File: config.mk
export PLATFORM = sky130hd
export DESIGN_NAME = inst_queue_flat
export DESIGN_NICKNAME = d
export VERILOG_FILES = /design/src/rtl/inst_queue_pkg.sv /design/src/rtl/inst_queue_if.sv /design/src/rtl/iq_storage.sv /design/src/rtl/inst_queue.sv /design/src/flat_wrapper.sv
export SDC_FILE = /design/constraint.sdc
export NUM_CORES = 1
export LEC_CHECK = 0
export ABC_AREA = 0
export CORE_MARGIN = 8
export CORE_UTILIZATION = 65
export CTS_CLUSTER_SIZE = 8
export DETAILED_ROUTE_END_ITERATION = 10
export PLACE_DENSITY_LB_ADDON = 0.25
export SLEW_MARGIN = 20
export SYNTH_ARGS = -nofsm -noshare
export SYNTH_HDL_FRONTEND = slang
export SYNTH_SLANG_ARGS = --single-unit
export TNS_END_PERCENT = 50
File: constraint.sdc
create_clock -name clk -period 26.4 [get_ports clk]
set_input_delay 5.28 -clock clk [delete_from_list [all_inputs] [get_ports clk]]
set_output_delay 5.28 -clock clk [all_outputs]
set_load 0.05 [all_outputs]
File: src/rtl/inst_queue_pkg.sv
// Shared types and sizing for the fetch-to-issue instruction queue.
// Optional same-cycle bypass is enabled by defining IQ_BYPASS_EN.
package inst_queue_pkg;

  localparam int IQ_DEPTH  = 16;
  localparam int IQ_ADDR_W = 4;
  localparam int INST_W    = 32;
  localparam int IADDR_W   = 32;

  typedef logic [INST_W-1:0]  inst_t;
  typedef logic [IADDR_W-1:0] iaddr_t;

  typedef struct packed {
    iaddr_t pred_target;
    logic   pred_taken;
    iaddr_t pc;
    inst_t  inst;
  } iq_entry_t;

  localparam int IQ_ENTRY_W = $bits(iq_entry_t);

endpackage

File: src/rtl/inst_queue_if.sv
// Fetch/issue bus of the instruction queue.
// slave is the queue side, master drives fetch data and iq_re.
interface inst_queue_if;
  import inst_queue_pkg::*;

  logic   if_valid;
  inst_t  if_inst;
  iaddr_t if_pc;
  logic   if_pred_taken;
  iaddr_t if_pred_target;

  logic   iq_full;
  logic   iq_empty;
  inst_t  iq_inst;
  iaddr_t iq_pc;
  logic   iq_pred_taken;
  iaddr_t iq_pred_target;
  logic   iq_re;

  modport slave (
    input  if_valid,
    input  if_inst,
    input  if_pc,
    input  if_pred_taken,
    input  if_pred_target,
    input  iq_re,
    output iq_full,
    output iq_empty,
    output iq_inst,
    output iq_pc,
    output iq_pred_taken,
    output iq_pred_target
  );

  modport master (
    output if_valid,
    output if_inst,
    output if_pc,
    output if_pred_taken,
    output if_pred_target,
    output iq_re,
    input  iq_full,
    input  iq_empty,
    input  iq_inst,
    input  iq_pc,
    input  iq_pred_taken,
    input  iq_pred_target
  );

endinterface

File: src/rtl/iq_storage.sv
// Entry array of the instruction queue.
// One synchronous write port, one asynchronous read port.
module iq_storage
  import inst_queue_pkg::*;
#(
  parameter int DEPTH  = IQ_DEPTH,
  parameter int ADDR_W = IQ_ADDR_W
) (
  input  logic              clk,
  input  logic              we,
  input  logic [ADDR_W-1:0] waddr,
  input  iq_entry_t         wdata,
  input  logic [ADDR_W-1:0] raddr,
  output iq_entry_t         rdata
);

  iq_entry_t mem [DEPTH];

  // Contents are qualified by count, so no clear on reset.
  always_ff @(posedge clk) begin
    if (we) begin
      mem[waddr] <= wdata;
    end
  end

  assign rdata = mem[raddr];

endmodule

File: src/rtl/inst_queue.sv
// Circular instruction FIFO between fetch and issue, show-ahead head.
// IQ_BYPASS_EN: empty queue forwards if_* straight to iq_*.
module inst_queue
  import inst_queue_pkg::*;
#(
  parameter int DEPTH  = IQ_DEPTH,
  parameter int ADDR_W = IQ_ADDR_W
) (
  input  logic         clk,
  input  logic         rst,
  input  logic         flush,
  inst_queue_if.slave  bus
);

  localparam logic [ADDR_W:0] CNT_FULL =
    DEPTH[ADDR_W:0];
  localparam logic [ADDR_W:0] CNT_ONE =
    {{ADDR_W{1'b0}}, 1'b1};
  localparam logic [ADDR_W-1:0] PTR_ONE =
    {{(ADDR_W-1){1'b0}}, 1'b1};

  logic [ADDR_W-1:0] head;
  logic [ADDR_W-1:0] tail;
  logic [ADDR_W:0]   count;

  logic      is_empty;
  logic      is_full;
  logic      push;
  logic      pop;
  logic      bypass;
  logic      consumed;
  iq_entry_t wr_entry;
  iq_entry_t rd_entry;
  iq_entry_t out_entry;

  assign is_empty = (count == '0);
  assign is_full  = (count == CNT_FULL);

  assign wr_entry = '{
    pred_target: bus.if_pred_target,
    pred_taken:  bus.if_pred_taken,
    pc:          bus.if_pc,
    inst:        bus.if_inst
  };

`ifdef IQ_BYPASS_EN
  assign bypass   = is_empty && bus.if_valid
                    && !flush;
  assign consumed = bypass && bus.iq_re;
`else
  assign bypass   = 1'b0;
  assign consumed = 1'b0;
`endif

  // A bypassed-and-consumed instruction never enters the array.
  assign push = bus.if_valid && !is_full
                && !consumed;
  assign pop  = bus.iq_re && !is_empty;

  iq_storage #(
    .DEPTH  (DEPTH),
    .ADDR_W (ADDR_W)
  ) u_storage (
    .clk   (clk),
    .we    (push && !flush),
    .waddr (tail),
    .wdata (wr_entry),
    .raddr (head),
    .rdata (rd_entry)
  );

  always_ff @(posedge clk or negedge rst) begin
    if (!rst) begin
      head  <= '0;
      tail  <= '0;
      count <= '0;
    end else if (flush) begin
      head  <= '0;
      tail  <= '0;
      count <= '0;
    end else begin
      if (push) begin
        tail <= tail + PTR_ONE;
      end
      if (pop) begin
        head <= head + PTR_ONE;
      end
      unique case (1'b1)
        (push && !pop): count <= count + CNT_ONE;
        (pop && !push): count <= count - CNT_ONE;
        default:        count <= count;
      endcase
    end
  end

  always_comb begin
    out_entry = '0;
    unique case (1'b1)
      !is_empty: out_entry = rd_entry;
      bypass:    out_entry = wr_entry;
      default:   out_entry = '0;
    endcase
  end

  assign bus.iq_empty       = is_empty && !bypass;
  assign bus.iq_full        = is_full;
  assign bus.iq_inst        = out_entry.inst;
  assign bus.iq_pc          = out_entry.pc;
  assign bus.iq_pred_taken  = out_entry.pred_taken;
  assign bus.iq_pred_target = out_entry.pred_target;

endmodule

File: src/flat_wrapper.sv
// flat-port wrapper written by rule: the top's interface ports become plain ports
module inst_queue_flat import inst_queue_pkg::*;
#(
  parameter int DEPTH  = IQ_DEPTH,
  parameter int ADDR_W = IQ_ADDR_W
)
  (clk, rst, flush, bus_if_valid, bus_if_inst, bus_if_pc, bus_if_pred_taken, bus_if_pred_target, bus_iq_re, bus_iq_full, bus_iq_empty, bus_iq_inst, bus_iq_pc, bus_iq_pred_taken, bus_iq_pred_target);
  inst_queue_if bus_i ();
  input  logic clk;
  input  logic rst;
  input  logic flush;
  input wire logic [$bits(bus_i.if_valid)-1:0] bus_if_valid;
  input wire logic [$bits(bus_i.if_inst)-1:0] bus_if_inst;
  input wire logic [$bits(bus_i.if_pc)-1:0] bus_if_pc;
  input wire logic [$bits(bus_i.if_pred_taken)-1:0] bus_if_pred_taken;
  input wire logic [$bits(bus_i.if_pred_target)-1:0] bus_if_pred_target;
  input wire logic [$bits(bus_i.iq_re)-1:0] bus_iq_re;
  output wire logic [$bits(bus_i.iq_full)-1:0] bus_iq_full;
  output wire logic [$bits(bus_i.iq_empty)-1:0] bus_iq_empty;
  output wire logic [$bits(bus_i.iq_inst)-1:0] bus_iq_inst;
  output wire logic [$bits(bus_i.iq_pc)-1:0] bus_iq_pc;
  output wire logic [$bits(bus_i.iq_pred_taken)-1:0] bus_iq_pred_taken;
  output wire logic [$bits(bus_i.iq_pred_target)-1:0] bus_iq_pred_target;
  assign bus_i.if_valid = bus_if_valid;
  assign bus_i.if_inst = bus_if_inst;
  assign bus_i.if_pc = bus_if_pc;
  assign bus_i.if_pred_taken = bus_if_pred_taken;
  assign bus_i.if_pred_target = bus_if_pred_target;
  assign bus_i.iq_re = bus_iq_re;
  assign bus_iq_full = bus_i.iq_full;
  assign bus_iq_empty = bus_i.iq_empty;
  assign bus_iq_inst = bus_i.iq_inst;
  assign bus_iq_pc = bus_i.iq_pc;
  assign bus_iq_pred_taken = bus_i.iq_pred_taken;
  assign bus_iq_pred_target = bus_i.iq_pred_target;
  inst_queue #(.DEPTH(DEPTH), .ADDR_W(ADDR_W)) u_core (.clk(clk), .rst(rst), .flush(flush), .bus(bus_i));
endmodule
==> results of run 1 <==
==> flip-flops by register name, indices dropped and copies added, names as in the netlist <==
register / flops
u_core.u_storage.mem: 1552
u_core.count: 5
u_core.tail: 4
u_core.head: 4
==> final cells by class <==
class,count,area share
Antenna cell,8,0.0002925
Clock buffer,221,0.07832
Clock inverter,14,0.003474
Inverter,5,0.0002742
Multi-Input combinational cell,785,0.1738
Sequential cell,1565,0.6859
Tap cell,1186,0.02168
Timing Repair Buffer,255,0.03623
==> worst max-delay path, stage by stage (launching register included) <==
cell and delay [ps]:
dfrtp_4 1050, buf_4 800, buf_4 880, mux4_2 620, a221o_1 460, clkdlybuf4s50_1 750
==> metrics by stage <==
stage          instances  setup slack, ps    util  instance area, sq um
2_1_floorplan       2491            12970       -                 59350
3_3_place_gp        3794            16420  0.6889                 62770
3_5_place_dp        3795            16410  0.6892                 62790
4_1_cts             4030            15500  0.7506                 68390
5_1_grt             4037            15390  0.7511                 68430
6_report            4039            15720  0.7512                 68440
==> cells by family (layout without fill, tap and decap cells) <==
group	after synthesis	in the layout	synth area share
mux	491	491	0.1647
simple gates	161	161	0.01183
other cells	0	8	0
flops	1565	1565	0.7908
compound gates	119	119	0.01923
xor+xnor	7	7	0.001033
fa+ha+maj	7	7	0.001476
buf+inv	141	495	0.01094
==> cell usage in the layout, fill, tap and decap left out, types with 10 or more instances in the layout <==
cell | Yosys | layout
edfxtp_1 | 1552 | 1552
mux4_2 | 388 | 388
clkbuf_16 | 0 | 213
clkdlybuf4s50_1 | 0 | 200
nor2_1 | 124 | 112
mux2i_1 | 100 | 100
a221o_1 | 97 | 97
buf_4 | 5 | 49
nor2_4 | 0 | 13
nand2_1 | 12 | 12
dfrtp_1 | 13 | 10
==> path summary, 6_finish.rpt <==
check                                 from                           end
setup / recovery            u_core.head[0]               bus_iq_inst[28]
hold / removal              u_core.tail[1]                u_core.tail[1]
setup reg to reg           u_core.count[1]  u_core.u_storage.mem[13][39]
hold reg to reg             u_core.tail[1]                u_core.tail[1]
max in group asynchronous              rst                u_core.head[1]
min in group asynchronous              rst               u_core.count[1]
==> layer usage <==
layer	global-route usage	wire length (um)
met3	0.06059	11580
met1	0.3416	49800
met2	0.4532	70970
met4	0.1024	3837
met5	0	69
==> power by group <==
group          total, uW  internal [uW]  switching, uW
Combinational       1650            641           1010
Sequential          2830           2780           45.6
Clock               2360           1410            947
==> metrics.yaml, run 1 <==
cp_max_fo: 48
multi_input_area_sq_mm: 0.01190
grt_pass1_wl_um: 199000
syn_inst: 2491
hold_viol_final: 0
holdBufCountCts: 0
post-route-min-period_ps: 10680
dieArea_sq_mm: 0.1012
cts_tree: "yes"
synth_cell_types: 46
fin_tns_setup_ps: 0
rsz0062_at_grt: "no"
skew_ps: 25.85
slew_headroom: 0.2626
register_area_sq_mm: 0.04694
finalSetupViolations: 0
cts_max_level: 4
initial_core_util: 0.6514
yosys.area.top_type: "edfxtp_1"
cts_root_buffer: "clkbuf_16"
drc: 0
drv_cap: 0
cts_buffer_depth: 3
routedWlPerCell_um: 33.74
grt_max_degree: 182
dr.pass1.iters: 6
ant_nets: 0
numCtsBuffers: 213
layout-drive-gt1-share: 0.2450
timing.fmax_mhz: 93.65
worst_pin_slew_ps: 1106
cellPowerDensity_mw_per_mm2: 99.98
postCtsSetupBuffers: 0
whs_path_depth: 2
startpoint_type: "register"
place.gp.congestion: 0.7261
hold_ws_ps: 630.4
yosysMostFrequentCell: "edfxtp_1"
grt_util_all_layers: 0.2677
slew_violations: 0
drt_iter0_markers: 3221
synthTopCellsByArea: "edfxtp_1, mux4_2, mux2i_1"
dieHeight_um: 318.2
overflow: 0
ff2ff_setup_slack_ps: 22110
p_leak_uw: 0.02111
power.total_uw: 6843
clk_latency_ps: 790
std_cell_rows: 111
peakVddDrop_mv: 0.1161
die_w_um: 318.2
synth_area_sq_mm: 0.05935
synth_edf_count: 1552
fin_crit_sh: 0.4045
finalWirelength_um: 136300
grt_antenna_before_repair: 15
critPathRequiredTime_ps: 21120
synth_top_cell_area_share: 0.7853
synthTopCellsByCount: "edfxtp_1, mux4_2, nor2_1, mux2i_1, a221o_1"
cts_resized: 0
synth.yosys.seq_area_share: 0.7908
coreArea_sq_mm: 0.09111
avgSynthCellArea_sq_um: 23.83
arrival_ps: 5400
grt_pass1_vias: 30200
fillers: 4706
port_buffers: 200
clock-sinks: 1565
ys_warn_count: 0
viasPerCell: 6.986
syn_to_final_growth_pct: 15.32
synth_flop_cell: "edfxtp_1"
io_pins: 201
synthArstFlopShare: 0.008307
critPathKind: "reg -> out"
num_vias: 28220
path_clk_slew_ps: 50
critPathCaptureType: "primary output"
ys_ff_latch: 1565
finalNetCount: 2934
min_path_type: "reg -> reg"
synth_nets: 2600
hpwl_um: 64440
reg2reg_depth: 6
status: "finished, final reports clean"
(Power assumes the default switching activity.)
==> run 2: changes to the inputs <==
- CORE_UTILIZATION: 65 -> 61
- clock period: 26.4 -> 11.1 ns (I/O delays scaled with it)
==> run 2 against run 1 <==
Net effect:
- hold slack improved by 10 ps
- largest cell class unchanged
- clock skew fell by 7.5 ps
- first-iteration DRC count fell by 12%
- register-to-register slack got worse by 15000 ps
- non-clock buffer count rose by 2
- via count fell by 1.6%
- sequential power rose by 140%
- highest routed layer unchanged
==> metrics.yaml, run 2 (synthesis gave the netlist of run 1 again) <==
status: "finished, final reports clean"
slowest_stage: "dfrtp_4"
layout_commonest_cell: "edfxtp_1"
clock-sinks: 1565
postCtsSetupBuffers: 0
cellPowerDensity_mw_per_mm2: 237.1
combinationalPowerShare: 0.242
whs_path_depth: 2
ff2ff_setup_slack_ps: 7330
grt_pass1_wl_um: 195200
p_leak_uw: 0.02115
min_path_type: "reg -> reg"
r2r_end: "u_core.u_storage.mem[3][46]"
critPathKind: "reg -> out"
startpoint_type: "register"
finalNetCount: 2936
multi_input_area_sq_mm: 0.01190
place.gp.congestion: 0.7097
cts_resized: 0
coreArea_sq_mm: 0.09657
cts_tree: "yes"
switchingPower_uw: 4696
hold_viol_final: 0
regMostFlops: "u_core.u_storage.mem"
finalWirelength_um: 132800
peakVddDrop_mv: 0.2633
post-route-min-period_ps: 7727
cts_max_level: 4
worst_hold_path.endpoint: "u_core.head[3]"
rsz0062_at_grt: "no"
slew_headroom: 0.2521
crit_path_frequent_cell: "buf_4"
port_buffers: 200
power_frac_clock: 0.345
internal-power_uw: 11580
dr.pass1.iters: 6
grt_pass1_vias: 29710
drc: 0
std_cell_rows: 114
grt_util_all_layers: 0.2481
cp_slowest_stage_delay_ps: 950
finalSetupViolations: 0
largest_register_ffs: 1552
dieHeight_um: 327.9
critPathCaptureType: "primary output"
syn_to_final_growth_pct: 15.62
routedWlPerCell_um: 32.10
reg2reg_from: "u_core.count[1]"
grt_antenna_before_repair: 17
drv_cap: 0
grt_max_degree: 154
initial_core_util: 0.6146
critPathRequiredTime_ps: 8880
slew_violations: 0
die_w_um: 327.9
viasPerCell: 6.707
layout-drive-gt1-share: 0.2462
overflow: 0
register_area_sq_mm: 0.04694
drt_iter0_markers: 2823
hold_ws_ps: 640.5
path_delay_family: "buffers and inverters"
layout_common_cells: "edfxtp_1, mux4_2, clkbuf_16"
clk_latency_ps: 780
hpwl_um: 65360
num_vias: 27750
numCtsBuffers: 213
cts_buffer_depth: 3
cts_root_buffer: "clkbuf_16"
fin_crit_sh: 0.6961
path_clk_slew_ps: 50
skew_ps: 18.33
fin_tns_setup_ps: 0
worst_pin_slew_ps: 1122
ant_nets: 0
cp_max_fo: 50
timing.fmax_mhz: 129.4
holdBufCountCts: 0
fillers: 5365
seqPwrFrac: 0.413
swShare: 0.2886
top_regs: "u_core.u_storage.mem (1552), u_core.count (5)"
io_pins: 201
arrival_ps: 5510
reg2reg_depth: 6
crit_chain: "buf_4 -> buf_4 -> mux4_2 -> mux2i_1 -> nor2_1 -> a221o_1 -> clkdlybuf4s50_1"
hp-start: "u_core.head[3]"
path_buf_inv: 3
dieArea_sq_mm: 0.1075
run 2: cell count changes in the layout (fill, tap and decap cells not counted):
cell	delta
clkinv_8	-3
inv_16	-1
buf_12	+3
clkinv_16	-3
clkinv_1	-1
clkbuf_16	+5
inv_6	+4
clkbuf_1	+2
clkinv_2	+1
diode_2	+3
buf_6	-1
run 2: worst max path at each step:
stage	start	endpoint	depth (start not counted)
floorplan	bus_if_valid	u_core.u_storage.mem[0][0]	5
global placement	u_core.head[1]	bus_iq_inst[28]	7
detailed placement	u_core.head[1]	bus_iq_pc[18]	7
CTS	u_core.head[1]	bus_iq_pc[18]	7
global route	u_core.head[1]	bus_iq_pc[0]	7
finish	u_core.head[1]	bus_iq_pc[8]	7
run 2: per-stage QoR:
step	cell area, sq um	setup slack (ps)	util	std cells	power, uW
2_1_floorplan	59350	731.9	-	2491	9565
5_1_grt	68610	2940	0.7105	4134	16780
6_report	68620	3373	0.7106	4138	16270
4_1_cts	68560	3200	0.7100	4126	16410
3_3_place_gp	62920	4112	0.6516	3885	10750
3_5_place_dp	62960	4073	0.6519	3887	10790
run 2: power groups by stage:
stage          logic (uW)  clock network (uW)  registers (uW)
6_report             3940                5610            6720
3_3_place_gp         3910                   0            6840
5_1_grt              4140                5920            6720
4_1_cts              3970                5690            6750
3_5_place_dp         3940                   0            6850
2_1_floorplan        2790                   0            6780
run 2: worst reg2reg max path: cells and delay by family, from the launching register on:
family	cells	cell delay, ps
buffers and inverters	2	1660
and+or+nand+nor	3	660
DFF	1	520
AOI/OAI and AO/OA	1	480
run 2: area by class of cell:
cell class                      instances  area share
Inverter                                5   0.0002735
Tap cell                             1276     0.02327
Clock inverter                         11    0.001678
Timing Repair Buffer                  257     0.03685
Antenna cell                           11   0.0004012
Multi-Input combinational cell        785      0.1734
Clock buffer                          228     0.08005
Sequential cell                      1565      0.6841
run 2: routing by layer:
metal  vias up  track usage  wire length, um
met5         -            0               72
met4        12      0.09154             3991
met3       243      0.05369            10450
met2      1405       0.4178            68860
met1     14800       0.3212            49440
li1      11290            -                -
==> variant, RTL diff (settings of run 2) <==
Add a define of `IQ_BYPASS_EN`.
--- a/src/rtl/inst_queue.sv
+++ b/src/rtl/inst_queue.sv
@@ -2,2 +2,4 @@
 // IQ_BYPASS_EN: empty queue forwards if_* straight to iq_*.
+`define IQ_BYPASS_EN
+
 module inst_queue
Function: not settled (the Yosys comparison gave no result); the edit may change what the design does.
==> variant against run 2 <==
  * Final area is 1.8% higher
  * Sequential cell count did not move
  * Routed wire length up 6.5%
  * Fmax fell by 1.1%
  * Global-route usage grew 0.81 points
  * Power shrank 5.1%
  * Core utilization fell by 0.078 points
  * Worst hold slack got worse by 0.017 ns
  * Setup slack got worse by 0.083 ns
  * Area after synthesis rose by 2.1%
  * Synthesized cell count grew 7.5%
  * Highest routed layer is now met4
==> variant: results (changes against run 2) <==
| Metric | Value |
|---|---|
| Worst IR Drop VDD | 198 µV (was 263 µV) |
| Synth Net Count | 2788 (was 2600) |
| Sw Share | 26.4% (was 28.9%) |
| Setup Skew | 0.0328 ns (was 0.0183 ns) |
| Vias per cell | 6.80 (was 6.71) |
| Synth top area cells | edfxtp_1 (77%), mux4_2 (14%), mux2i_1 (3.3%), a211o_1 (1.0%), nor2_1 (1.0%) (was edfxtp_1 (79%), mux4_2 (15%), mux2i_1 (1.7%), a221o_1 (1.6%), nor2_1 (0.78%)) |
| Arr. time, crit path | 5.59 ns (was 5.51 ns) |
| Crit. Startpoint | flush (was u_core.head[1]) |
| CTS buffer count | 214 (was 213) |
| CTS-repair resized insts | 0 (unchanged) |
| Worst slew margin | 26.2% (was 25.2%) |
| Largest registers | u_core.u_storage.mem x1552, u_core.count x5 (unchanged) |
| Most frequent cells after synthesis | edfxtp_1 (1552), mux4_2 (388), mux2i_1 (197) (was edfxtp_1 (1552), mux4_2 (388), nor2_1 (124)) |
| Number of antenna violations at the first check in global routing | 2 (was 17) |
| CP max FO | 39 (was 50) |
| WL/cell | 32.8 µm (was 32.1 µm) |
| Initial DRC count | 2864 (was 2823) |
| Leakage | 21.6 nW (was 21.2 nW) |
| Vias in the first global route | 31100 (was 29700) |
| H-tree depth | 4 (unchanged) |
| Routability cong. | 0.741 (was 0.710) |
| Place WS | 3.31 ns (was 4.07 ns) |
| Async set-reset flop share out of synthesis | 0.831% (unchanged) |
| FMAX | 128 MHz (was 129 MHz) |
| Cells after Synth | 2679 (was 2491) |
| Sequential area share after synthesis | 77.4% (was 79.1%) |
| # fillers | 5671 (was 5365) |
| Drt first pass iters | 5 (was 6) |
| Share of layout cells above drive strength 1 | 22.9% (was 24.6%) |
| Worst reg-to-reg path cell count | 5 (was 6) |
| Final HPWL DP | 66.8 mm (was 65.4 mm) |
| Placed Cells | 4061 (was 3887) |
| Clock Tree Buf Depth | 3 (unchanged) |
| Nets | 3099 (was 2936) |
| Total wire length | 141 mm (was 133 mm) |
| # setup viols final | 0 (unchanged) |
| IO Port Bufs | 200 (unchanged) |
| Global-route wire length before repair | 207 mm (was 195 mm) |
| Worst Setup EP | bus_iq_pc[1] (was bus_iq_pc[8]) |
| Largest net degree at the start of global routing | 174 (was 154) |
| Crit Reg-Reg Endpoint | u_core.u_storage.mem[7][87] (was u_core.u_storage.mem[3][46]) |
| Yosys warns | 0 (unchanged) |
| Tot GR Track Use | 25.6% (was 24.8%) |
| Synth cell types | 53 (was 46) |
| Top-count cell post-synth | edfxtp_1 (unchanged) |
| Clock-pin transition on the worst setup and hold timing paths | 0.05 ns (about the same) |
| Clock root buffer | clkbuf_16 (unchanged) |
| Placed Area | 0.0641 mm² (was 0.0630 mm²) |
| Status | completed (unchanged) |
| Reg-to-reg setup timing slack | 7.15 ns (was 7.33 ns) |
| Worst min-delay path category | reg2reg (unchanged) |
| R2r startpoint | u_core.count[4] (was u_core.count[1]) |
| Post-CTS setup buffers | 0 (unchanged) |
[variant: worst min-delay path by stage]
stage / endpoint / cells after the start / from / slack (ns)
5_1_grt: u_core.tail[3] / 2 / u_core.tail[3] / 0.65
3_3_place_gp: u_core.tail[3] / 2 / u_core.tail[3] / 0.59
4_1_cts: u_core.tail[3] / 2 / u_core.tail[3] / 0.62
6_report: u_core.tail[3] / 2 / u_core.tail[3] / 0.62
3_5_place_dp: u_core.tail[3] / 2 / u_core.tail[3] / 0.60
2_1_floorplan: u_core.tail[3] / 2 / u_core.tail[3] / 0.56
[variant: logic make-up (layout without fill, tap and decap cells)]
group / count (synthesis) / count (layout) / share of synthesized area (%)
adders and majority gates: 7 / 7 / 0.144
buffers and inverters: 156 / 504 / 1.22
other: 0 / 1 / 0
and+or+nand+nor: 199 / 199 / 1.40
xor gates and xnor gates: 4 / 4 / 0.0578
muxes: 586 / 586 / 17.7
DFF: 1565 / 1565 / 77.4
AOI/OAI and AO/OA: 162 / 162 / 2.07
[variant: worst max-delay path, cell delays in order]
cell	delay [ns]
clkdlybuf4s50_1	0.80
nor2b_1	0.31
and3_4	0.55
buf_4	0.53
a2bb2oi_1	0.16
o21ai_1	0.12
clkdlybuf4s50_1	0.83
[variant: layout make-up]
cell class,count,share of cell area [%]
diodes,1,0.00358
clock buffers,245,8.06
clock inverters,8,0.163
inverters,6,0.0322
multi-input cells,958,18.7
flip-flops and latches,1565,67.2
well taps,1287,2.31
repair buffers,245,3.52
[variant: power groups by stage]
stage	Sequential, mW	Combinational, mW	Clock (mW)
finish	6.63	3.09	5.72
floorplan	6.71	2.26	0
global placement	6.74	3.05	0
CTS	6.63	3.13	5.79
detailed placement	6.74	3.09	0
global route	6.63	3.26	6.02
[variant: metal layers]
metal / global-route usage (%) / vias up / share of wire, %
li1: - / 11900 / -
met3: 4.92 / 238 / 8.2
met4: 8.35 / 0 / 2.6
met5: 0 / - / 0
met2: 43.3 / 1651 / 51
met1: 33.9 / 15600 / 38
